==> src/rtl/fetch_unit.sv <==
// Instruction fetch and next-PC selection for the single-cycle MIPS core.
// Fetches over a req/ack port, holds each word until the core accepts it, then steers the PC.
module fetch_unit #(
  parameter logic [31:0] RESET_PC      = 32'h0000_0000,
  parameter int unsigned FETCH_TIMEOUT = 16
) (
  input  logic        clk,
  input  logic        reset,
  output logic        imem_req,
  output logic [31:0] imem_addr,
  input  logic        imem_ack,
  input  logic [31:0] imem_rdata,
  output logic [31:0] inst,
  output logic        inst_valid,
  input  logic        inst_ready,
  output logic [31:0] pc,
  output logic [31:0] pc_plus4,
  input  logic        Branch,
  input  logic        Branch_Not_Equal,
  input  logic        Jump,
  input  logic        Zero,
  input  logic        Jump_Reg,
  input  logic [31:0] jr_target,
  output logic        fetch_error
);

  localparam int unsigned CNT_W = $clog2(FETCH_TIMEOUT + 1);
  localparam logic [CNT_W-1:0] CNT_LAST = CNT_W'(FETCH_TIMEOUT - 1);

  localparam logic [1:0] S_FETCH = 2'd0;
  localparam logic [1:0] S_ISSUE = 2'd1;
  localparam logic [1:0] S_HALT  = 2'd2;

  logic [1:0]       state_q, state_d;
  logic [31:0]      pc_q, pc_d;
  logic [31:0]      pc4_q, pc4_d;
  logic [31:0]      inst_q, inst_d;
  logic             valid_q, valid_d;
  logic             req_q, req_d;
  logic             err_q, err_d;
  logic [CNT_W-1:0] cnt_q, cnt_d;
  logic [31:0]      next_pc;
  logic [31:0]      br_off;
  logic             br_taken;

  // Next-PC candidates in priority order: jr, j/jal, taken branch, sequential.
  always_comb begin
    br_off   = {{14{inst_q[15]}}, inst_q[15:0], 2'b00};
    br_taken = (Branch & Zero) | (Branch_Not_Equal & ~Zero);
    if (Jump_Reg)      next_pc = {jr_target[31:2], 2'b00};
    else if (Jump)     next_pc = {pc4_q[31:28], inst_q[25:0], 2'b00};
    else if (br_taken) next_pc = pc4_q + br_off;
    else               next_pc = pc4_q;
  end

  always_ff @(posedge clk or posedge reset) begin
    if (reset) begin
      state_q <= S_FETCH;
      pc_q    <= RESET_PC;
      pc4_q   <= RESET_PC + 32'd4;
      inst_q  <= 32'd0;
      valid_q <= 1'b0;
      req_q   <= 1'b0;
      err_q   <= 1'b0;
      cnt_q   <= '0;
    end else begin
      state_q <= state_d;
      pc_q    <= pc_d;
      pc4_q   <= pc4_d;
      inst_q  <= inst_d;
      valid_q <= valid_d;
      req_q   <= req_d;
      err_q   <= err_d;
      cnt_q   <= cnt_d;
    end
  end

  // The first FETCH cycle after reset only raises the request; acks count once it is visible.
  always_comb begin
    state_d = state_q;
    pc_d    = pc_q;
    pc4_d   = pc4_q;
    inst_d  = inst_q;
    valid_d = valid_q;
    req_d   = req_q;
    err_d   = err_q;
    cnt_d   = cnt_q;
    case (state_q)
      S_FETCH: begin
        if (!req_q) begin
          req_d = 1'b1;
        end else if (imem_ack) begin
          inst_d  = imem_rdata;
          cnt_d   = '0;
          req_d   = 1'b0;
          valid_d = 1'b1;
          state_d = S_ISSUE;
        end else if (cnt_q == CNT_LAST) begin
          req_d   = 1'b0;
          err_d   = 1'b1;
          state_d = S_HALT;
        end else begin
          cnt_d = cnt_q + CNT_W'(1);
        end
      end
      S_ISSUE: begin
        if (inst_ready) begin
          pc_d    = next_pc;
          pc4_d   = next_pc + 32'd4;
          valid_d = 1'b0;
          req_d   = 1'b1;
          state_d = S_FETCH;
          if (Jump_Reg && (jr_target[1:0] != 2'b00)) err_d = 1'b1;
        end
      end
      S_HALT: begin
        req_d   = 1'b0;
        valid_d = 1'b0;
        err_d   = 1'b1;
      end
      default: begin
        req_d   = 1'b0;
        valid_d = 1'b0;
        state_d = S_FETCH;
      end
    endcase
  end

  assign imem_req    = req_q;
  assign imem_addr   = pc_q;
  assign inst        = inst_q;
  assign inst_valid  = valid_q;
  assign pc          = pc_q;
  assign pc_plus4    = pc4_q;
  assign fetch_error = err_q;

endmodule

==> config.mk <==
export PLATFORM = sky130hd
export DESIGN_NAME = fetch_unit
export DESIGN_NICKNAME = d
export VERILOG_FILES = /design/src/rtl/fetch_unit.sv
export SDC_FILE = /design/constraint.sdc
export NUM_CORES = 1
export LEC_CHECK = 0
export ABC_AREA = 1
export BUFFER_PORTS_ARGS = -buffer_cell sky130_fd_sc_hd__buf_4
export CORE_MARGIN = 1
export CORE_UTILIZATION = 54
export CTS_CLUSTER_SIZE = 14
export DETAILED_ROUTE_END_ITERATION = 10
export HOLD_SLACK_MARGIN = 0.02
export PLACE_DENSITY = 0.8
export SLEW_MARGIN = 20
export SYNTH_ARGS = -nofsm -noshare
export SYNTH_HDL_FRONTEND = slang
export SYNTH_SLANG_ARGS = --single-unit
==> constraint.sdc <==
create_clock -name clk -period 8 [get_ports clk]
set_clock_uncertainty 0.1 [all_clocks]
set_input_delay 1.6 -clock clk [delete_from_list [all_inputs] [get_ports clk]]
set_output_delay 1.6 -clock clk [all_outputs]
set_load 0.01 [all_outputs]
==> out/results.ini, run 1 <==
[setup_path]
crit_path_end_kind = register
critPathRequiredTime_ns = 8.14
critical_path.max_fanout = 31
worst_setup_path_start_kind = input port
crit_arrival_ns = 4.10
r2r_cells = 23
critical_path.startpoint = Jump
r2r-start = pc_plus4[2]$_DFFE_PP1P_
crit_type = in2reg

[yosys]
synth_cell_type_count = 45
synth_edf_count = 0
synth_area_leader_cell = dfrtp_1
synth_cells = 1348
ys_seq_area_frac = 0.302
avgSynthCellArea_um2 = 6.27
synth_area_um2 = 8450
synth_top_area_share = 0.299
yosysWarnings = 0
async_flop_share = 1.00
ys_seq_elements = 102
synth_flop_cell = dfrtp_1
ys_top_cells_by_area = dfrtp_1, nand2_1, inv_1, nor2_1, nand3_1

[timing]
worst_hold_slack_ns = 0.387
worstMarginPinSlew_ns = 0.994
rsz0062_at_grt = false
setup-tns-final_ns = 0
setup_viol_count_final = 0
period_needed_ns = 3.96
relSlewSlack = 0.336
fmax_mhz = 253
timing_hold_violations_final = 0
finalCritPeriodShare = 0.495
fin_ws_ns = 4.04
slew_violations = 0

[floorplan]
core_area_um2 = 15300
row_count = 45
fp.dieH_um = 127
ios = 204
die-area_um2 = 16200
die_width_um = 127
start_util = 0.554

[clock_network]
cts.repair.resized = 0
tritoncts = yes
post-cts-setup-buffers = 0
clk_path_buf_depth = 2
clock_sinks = 102
clk_latency_ns = 0.36
root_buffer = clkbuf_16
cts_buffers = 9
cts_hold_buffers = 0
path_clk_slew_ns = 0.07
htreeDepth = 3

[pwr]
swShare = 0.509
p_sw_uw = 2070
combPwrFrac = 0.626
power_leakage_uw = 0.00580
power_density_nw_per_um2 = 401
ir_worst_vdd_uv = 261
pwr-share-seq = 0.260
intPower_uw = 1990
pwr-share-clk = 0.115

[cells_and_area]
syn_to_final_growth_pct = 19.9
fin_nets = 1600
utilization = 0.664
drive_gt1_frac = 0.187
fin_cells = 1710
num_antenna_cells = 0

[status]
status = complete, no violations

[placement]
gp_congestion = 0.949
hpwl_mm = 20.5
dp_cells = 1694
place_ws_ns = 3.70
io_buffers = 197

[global_routing]
grt_antenna_before_repair = 0
grt_usage = 0.331
grt_pass1_vias = 8342
grt_first_pass_wirelength_mm = 41.8
grt_max_degree = 65
overflow = 0

[routing]
viasPerCell = 5.21
ant_nets = 0
drc_errors = 0
drt-wirelength-per-cell_um = 15.1
drtIter0Drc = 798
via_count = 8915
dr.pass1.iters = 5
routed_wl_mm = 25.8

[run]
drv_cap = 0

[min_path]
min_path_cells = 2
min_from = inst[31]$_DFFE_PP0P_
hold_class = reg2reg

sequential cells by signal, summed over array words and instances, names as in the netlist:
name,flops
pc_plus4,30
imem_addr,30
fetch_error,1
imem_req,1
state_q,2
inst,32
inst_valid,1
cnt_q,5
metrics by stage:
| step | power [uW] | cell area [um^2] |
|---|---|---|
| 2_1_floorplan | 2670 | 8470 |
| 3_3_place_gp | 3520 | 9820 |
| 3_5_place_dp | 3560 | 9820 |
| 4_1_cts | 4040 | 10100 |
| 5_1_grt | 4420 | 10100 |
| 6_report | 4060 | 10100 |
critical path, cell delays in order:
cell     delay (ns)
buf_4          0.21
inv_1          0.61
nor2_1         0.08
nor2_1         0.11
nand2_1        0.07
nand2_2        0.09
ha_1           0.21
inv_1          0.10
nor2_4         0.14
nand2_4        0.07
nor2_8         0.13
nand2_4        0.09
nor2_8         0.15
nand2_4        0.09
nor2_8         0.12
nand2_1        0.06
nand3_1        0.07
nand3_1        0.07
area by class of cell:
cell class | count | area (um^2)
clock buffer | 9 | 225
clock inverter | 7 | 83.8
fill | 1428 | 5130
inverter | 176 | 664
multi-input combinational | 1004 | 4830
sequential | 102 | 2550
tap | 211 | 264
timing repair buffer | 201 | 1510
cells in the final DEF, fill, tap and decap left out, drive strengths merged, types with 2 or more instances in the layout:
cell / instances
inv: 177
conb: 6
nor3: 16
o22ai: 2
o41ai: 2
xor2: 2
ha: 32
or2: 5
clkbuf: 9
buf: 201
nand3: 91
nand3b: 12
nand2: 557
a21oi: 55
nor2: 143
o21ai: 42
a21o: 2
nand4: 18
dfrtp: 101
o211ai: 5
clkinv: 4
o21a: 7
o21bai: 3
final timing paths:
path                                       endpoint  slack (ns)
setup / recovery           pc_plus4[24]$_DFFE_PP0P_        4.04
hold / removal                 inst[31]$_DFFE_PP0P_        0.39
setup reg to reg           pc_plus4[31]$_DFFE_PP0P_        4.41
hold reg to reg                inst[31]$_DFFE_PP0P_        0.39
max in group asynchronous  pc_plus4[10]$_DFFE_PP0P_        5.44
min in group asynchronous      inst[13]$_DFFE_PP0P_        1.18
logic make-up after synthesis:
group,count (synthesis),synth area share
fa+ha+maj,33,0.0497
flops,102,0.302
buf+inv,247,0.129
other cells,1,0.000444
compound gates,120,0.0822
xor+xnor,3,0.00311
simple gates,842,0.433
Yosys cell counts, types with 2 or more instances:
| cell type | n |
|---|---|
| nand3_1 | 86 |
| xor2_1 | 2 |
| o22ai_1 | 2 |
| nor2_4 | 5 |
| ha_1 | 32 |
| nand4_1 | 17 |
| a21oi_1 | 54 |
| nand2_2 | 15 |
| buf_4 | 41 |
| o21ai_4 | 2 |
| a21o_1 | 2 |
| nand3_2 | 5 |
| o211ai_1 | 5 |
| buf_1 | 2 |
| o21ai_0 | 33 |
| o41ai_1 | 2 |
| o21ai_1 | 6 |
| nor2_1 | 126 |
| inv_2 | 7 |
| clkbuf_1 | 21 |
| nand2_4 | 5 |
| or2_2 | 4 |
| dfrtp_1 | 101 |
| inv_1 | 165 |
| nor2_8 | 5 |
| clkinv_1 | 3 |
| buf_2 | 7 |
| o21a_1 | 7 |
| nand3b_1 | 11 |
| nand2_1 | 537 |
| nor3_1 | 16 |
| o21bai_1 | 3 |
| nor2_2 | 7 |
layer usage:
| layer | part of all wire | up-vias | wire, um | GRT usage |
|---|---|---|---|---|
| li1 | - | 4465 | - | - |
| met1 | 0.46 | 4070 | 11800 | 0.466 |
| met2 | 0.46 | 352 | 11900 | 0.541 |
| met3 | 0.069 | 28 | 1780 | 0.0498 |
| met4 | 0.015 | 0 | 375 | 0.0672 |
| met5 | 0 | - | 0 | 0 |
power groups by stage:
| stage | clock (uW) | combinational [uW] | sequential (uW) |
|---|---|---|---|
| final | 466 | 2540 | 1050 |
| after global routing | 488 | 2850 | 1080 |
| after CTS | 471 | 2520 | 1040 |
| after detailed placement | 0 | 2510 | 1050 |
| after global placement | 0 | 2480 | 1050 |
| after floorplan | 0 | 1630 | 1050 |
Note: power is estimated with default switching activity, not from simulation.
==> inputs of run 2 (changes only) <==
Settings changed: ABC_AREA 1 to 0, PLACE_DENSITY 0.8 to 0.82.
Clock period 8 ns to 3.96 ns, I/O delays scaled along.
==> out/results.ini, run 2 <==
[floorplan]
die-area_um2 = 14000
die_width_um = 118
fp.dieH_um = 118
row_count = 42
core_area_um2 = 13200
ios = 204
start_util = 0.553

[clock_network]
clk_path_buf_depth = 2
htreeDepth = 3
cts_buffers = 9
clk_latency_ns = 0.36
clock_sinks = 102
root_buffer = clkbuf_16
path_clk_slew_ns = 0.07
cts_hold_buffers = 0
tritoncts = yes

[routing]
drtIter0Drc = 892
drt-wirelength-per-cell_um = 19.4
via_count = 7974
drc_errors = 0
viasPerCell = 6.03
ant_nets = 0
routed_wl_mm = 25.7
dr.pass1.iters = 7

[timing]
fmax_mhz = 251
period_needed_ns = 3.99
rsz0062_at_grt = true
timing_hold_violations_final = 0
finalCritPeriodShare = 1.01
setup-tns-final_ns = -0.0732
fin_ws_ns = -0.0259
worstMarginPinSlew_ns = 0.964
setup_viol_count_final = 3
slew_violations = 0
relSlewSlack = 0.357

[pwr]
power_density_nw_per_um2 = 902
ir_worst_vdd_uv = 469
power_leakage_uw = 0.00476

[placement]
gp_congestion = 0.986
hpwl_mm = 19.1
io_buffers = 197
dp_cells = 1299
place_ws_ns = -0.146

[yosys]
avgSynthCellArea_um2 = 8.25
synth_common_cells = nand2_1, o21ai_0, dfrtp_1, a21oi_1, nor2_1
ys_seq_elements = 102
synth_cells = 888
synth_cell_type_count = 72
yosysMostFrequentCell = nand2_1
yosysWarnings = 0
synth_top_area_share = 0.345
async_flop_share = 1.00
ys_seq_area_frac = 0.349
ys_top_cells_by_area = dfrtp_1, o21ai_0, nand2_1, ha_1, a21oi_1
synth_edf_count = 0
synth_flop_cell = dfrtp_1
synth_area_um2 = 7320
synth_area_leader_cell = dfrtp_1

[setup_path]
path_cells = ha_4, inv_2, fa_2, nand2b_4, a211oi_4, o21ai_1, and3_4, or4b_4, nor4_4, nand3_2, or4_4, nor3_4, xor2_1, o21ai_1
r2r-start = pc_plus4[2]$_DFFE_PP1P_
worst_setup_path_start_kind = register
crit_type = reg2reg
crit_arrival_ns = 4.10
critical_path.max_fanout = 5
critical_path.startpoint = pc_plus4[2]$_DFFE_PP1P_
crit_path_end_kind = register
worst_path_most_repeated_cell = o21ai_1
slowest_delay_ns = 0.56
critPathRequiredTime_ns = 4.08
crit_slowest_cell = dfstp_2

[cells_and_area]
fin_nets = 1247
syn_to_final_growth_pct = 37.4
final_common_cell = buf_4
layout_common_cells = buf_4, nand2_1, dfrtp_1, o21ai_0, a21oi_1
fin_cells = 1322
drive_gt1_frac = 0.361
num_antenna_cells = 0
largest_reg_flops = 32

[global_routing]
grt_pass1_vias = 7342
overflow = 0
grt_antenna_before_repair = 0
grt_first_pass_wirelength_mm = 38.8
grt_max_degree = 95
grt_usage = 0.357

[status]
status = finished, violations left
violations = negative setup slack

[min_path]
hold_class = in2async

[run]
drv_cap = 0

## run 2: changes by cell type after synthesis, sizes merged, moves of 12 or more
| cell | before | now |
|---|---|---|
| and3 | 0 | 12 |
| a21oi | 55 | 72 |
| xnor2 | 1 | 19 |
| nor2 | 143 | 50 |
| o21ai | 42 | 107 |
| mux2 | 0 | 30 |
| nand3 | 91 | 24 |
| xor2 | 2 | 22 |
| nand2 | 557 | 126 |
| inv | 172 | 35 |
| clkbuf | 21 | 40 |
## run 2: path summary, 6_finish.rpt
check / to / slack (ns) / cells after the start
max: pc_plus4[25]$_DFFE_PP0P_ / -0.03 / 14
min: imem_addr[23]$_DFFE_PP0P_ / 0.39 / 2
max reg2reg: pc_plus4[25]$_DFFE_PP0P_ / -0.03 / 14
min reg2reg: fetch_error$_DFFE_PP0P_ / 0.39 / 1
max in group asynchronous: pc_plus4[2]$_DFFE_PP1P_ / 2.62 / 3
min in group clk: fetch_error$_DFFE_PP0P_ / 0.39 / 1
## run 2: power breakdown
| part | switching (uW) | internal (uW) | total (uW) |
|---|---|---|---|
| clock | 448 | 499 | 947 |
| combinational | 3250 | 2820 | 6070 |
| sequential | 532 | 1530 | 2060 |
## run 2: routing by layer
metal	global-route usage	wire [um]	vias to the layer above
met2	0.556	11600	475
met5	0	0	-
met1	0.495	10400	3788
met4	0.106	742	0
li1	-	-	3642
met3	0.0816	2930	69
## run 2: timing repair
action	CTS	global route
pin swaps	7	3
endpoints found under the setup margin	6	12
setup buffers	4	3
resized for setup	6	33
cloned	0	0
## run 2: kinds of logic after synthesis
group           after synthesis  share of synthesized area
fa+ha+maj                    33                     0.0574
other cells                   1                   0.000512
compound gates              267                      0.220
buf+inv                     118                     0.0795
simple gates                290                      0.190
flops                       102                      0.349
mux                          36                     0.0543
xor+xnor                     41                     0.0490
## run 2: layout make-up
type,count,area [um^2]
clock buffer,9,225
clock inverter,7,81.3
fill,999,3180
inverter,35,134
multi-input combinational,673,4430
sequential,102,2550
tap,176,220
timing repair buffer,320,2420
## run 2: worst max-delay path, delay by kind of cell (launching register included)
family	cells	cell delay [ns]
flip-flops	1	0.56
AO/OA/AOI/OAI	3	0.50
XOR/XNOR	1	0.16
adder cells (fa/ha/maj)	2	0.47
buffers and inverters	1	0.03
AND/OR/NAND/NOR	7	2.02
## run 2: metrics by stage
| step | util | instance area, um^2 | hold slack (ns) | power [uW] |
|---|---|---|---|---|
| 4_1_cts | 0.747 | 9890 | 0.384 | 8730 |
| 2_1_floorplan | - | 7370 | 0.367 | 5210 |
| 5_1_grt | 0.760 | 10100 | 0.399 | 9610 |
| 3_5_place_dp | 0.719 | 9530 | 0.363 | 7700 |
| 6_report | 0.760 | 10100 | 0.386 | 9080 |
| 3_3_place_gp | 0.719 | 9530 | 0.360 | 7600 |
==> inputs of run 3 (changes only) <==
Settings changed: REMOVE_ABC_BUFFERS set to 1.
==> out/results.ini, run 3 (synthesized netlist as in run 2, its figures left out) <==
[setup_path]
crit_arrival_ns = 4.19
regToRegSetupSlack_ns = -0.12
critPathRequiredTime_ns = 4.07
endpoint = pc_plus4[31]$_DFFE_PP0P_
r2r-start = pc_plus4[2]$_DFFE_PP1P_
critical_path.startpoint = pc_plus4[2]$_DFFE_PP1P_
critical_path.max_fanout = 3
worst_setup_path_start_kind = register
reg2reg_to = pc_plus4[31]$_DFFE_PP0P_
r2r_cells = 16
crit_path_end_kind = register
crit_type = reg2reg

[pwr]
ir_worst_vdd_uv = 601
power_leakage_uw = 0.00481
total_power_uw = 8810
power_density_nw_per_um2 = 871

[routing]
via_count = 7876
dr.pass1.iters = 5
viasPerCell = 5.93
ant_nets = 0
routed_wl_mm = 23.8
drc_errors = 0
drt-wirelength-per-cell_um = 17.9
drtIter0Drc = 631

[global_routing]
grt_use_met3 = 0.0512
grt_first_pass_wirelength_mm = 38.1
met1_usage = 0.466
met2_usage = 0.546
grt_max_degree = 92
grt_usage = 0.342
grt_pass1_vias = 7602
grt_antenna_before_repair = 0
busiest_layer = met2
overflow = 0

[placement]
dpl_cell_area_um2 = 9520
hpwl_mm = 17.4
gp_congestion = 0.984
io_buffers = 197

[floorplan]
die-area_um2 = 14000
fp.dieH_um = 118
row_count = 42
die_width_um = 118
core_area_um2 = 13200
start_util = 0.553
ios = 204

[clock_network]
htreeDepth = 3
clk_latency_ns = 0.36
clock_sinks = 102
path_clk_slew_ns = 0.08
clk_path_buf_depth = 2
root_buffer = clkbuf_16
tritoncts = yes
cts_buffers = 9

[cells_and_area]
multi_input_area_um2 = 4410
layout_common_cells = buf_4, nand2_1, dfrtp_1, o21ai_0, a21oi_1
largest_reg_flops = 32
fillCellCount = 1015
finish.instance_area_um2 = 10100
final_common_cell = buf_4
syn_to_final_growth_pct = 38.1
num_antenna_cells = 0
fin_nets = 1255
regArea_um2 = 2550
drive_gt1_frac = 0.363

[timing]
setup_viol_count_final = 7
worstMarginPinSlew_ns = 0.985
worst_hold_slack_ns = 0.377
setup-tns-final_ns = -0.446
fmax_mhz = 245
timing_hold_violations_final = 0
finalCritPeriodShare = 1.03
relSlewSlack = 0.343
period_needed_ns = 4.08
rsz0062_at_grt = true
fin_ws_ns = -0.119
slew_violations = 0

[min_path]
min_from = fetch_error$_DFFE_PP0P_
min_path_cells = 1
hold_class = reg2reg

[status]
status = finished, violations left
violations = negative setup slack

[run]
drv_cap = 0

-- run 3: cell count changes in the layout (fill, tap and decap cells not counted), sizes merged --
cell	before	now
buf	320	328
clkbuf	9	10
clkinv	3	0
inv	37	38
-- run 3: critical path: stages (launching register included) --
cell      delay, ns
dfstp_2        0.56
ha_4           0.13
inv_2          0.03
fa_2           0.34
nand2b_4       0.17
a211oi_4       0.27
o21ai_1        0.09
and3_4         0.20
or4b_4         0.51
nor4_4         0.18
nand3_2        0.19
nor4_4         0.26
buf_4          0.16
nand4_1        0.15
xnor2_1        0.23
mux2i_1        0.22
o311ai_1       0.12
-- run 3: power by group --
part | switching, uW | internal, uW
logic | 3110 | 2760
clock network | 426 | 511
registers | 473 | 1530
-- run 3: through the flow --
stage               worst slack (ns)  cells   util
floorplan                     -0.584    810      -
global placement              -0.295   1303  0.719
detailed placement            -0.422   1303  0.719
CTS                           -0.264   1324  0.753
global route                  -0.318   1329  0.764
finish                        -0.119   1329  0.764
-- run 3: repair_timing --
item / in CTS / in global routing
hold buffers: 0 / 0
setup buffers: 6 / 6
gates resized for setup: 20 / 29
pin swaps: 15 / 11
endpoints found under the setup margin: 14 / 15
-- run 3: worst min path at each step --
stage	endpoint	slack (ns)
after floorplan	inst_valid$_DFFE_PP0P_	0.37
after global placement	fetch_error$_DFFE_PP0P_	0.36
after global routing	fetch_error$_DFFE_PP0P_	0.41
final	fetch_error$_DFFE_PP0P_	0.38
after CTS	fetch_error$_DFFE_PP0P_	0.38
after detailed placement	fetch_error$_DFFE_PP0P_	0.36
-- run 3: layer usage --
layer  up-vias  wire [um]  part of all wire
met4         0        837             0.035
met3        63       1820             0.077
met1      3760      10200              0.43
met5         -          0                 0
met2       388      10900              0.46
li1       3665          -                 -
-- run 3: layout make-up --
class / instances / share of cell area
well taps: 176 / 0.0218
clock inverters: 5 / 0.00631
flip-flops and latches: 102 / 0.253
multi-input cells: 673 / 0.436
inverters: 35 / 0.0132
repair buffers: 328 / 0.247
clock buffers: 10 / 0.0236
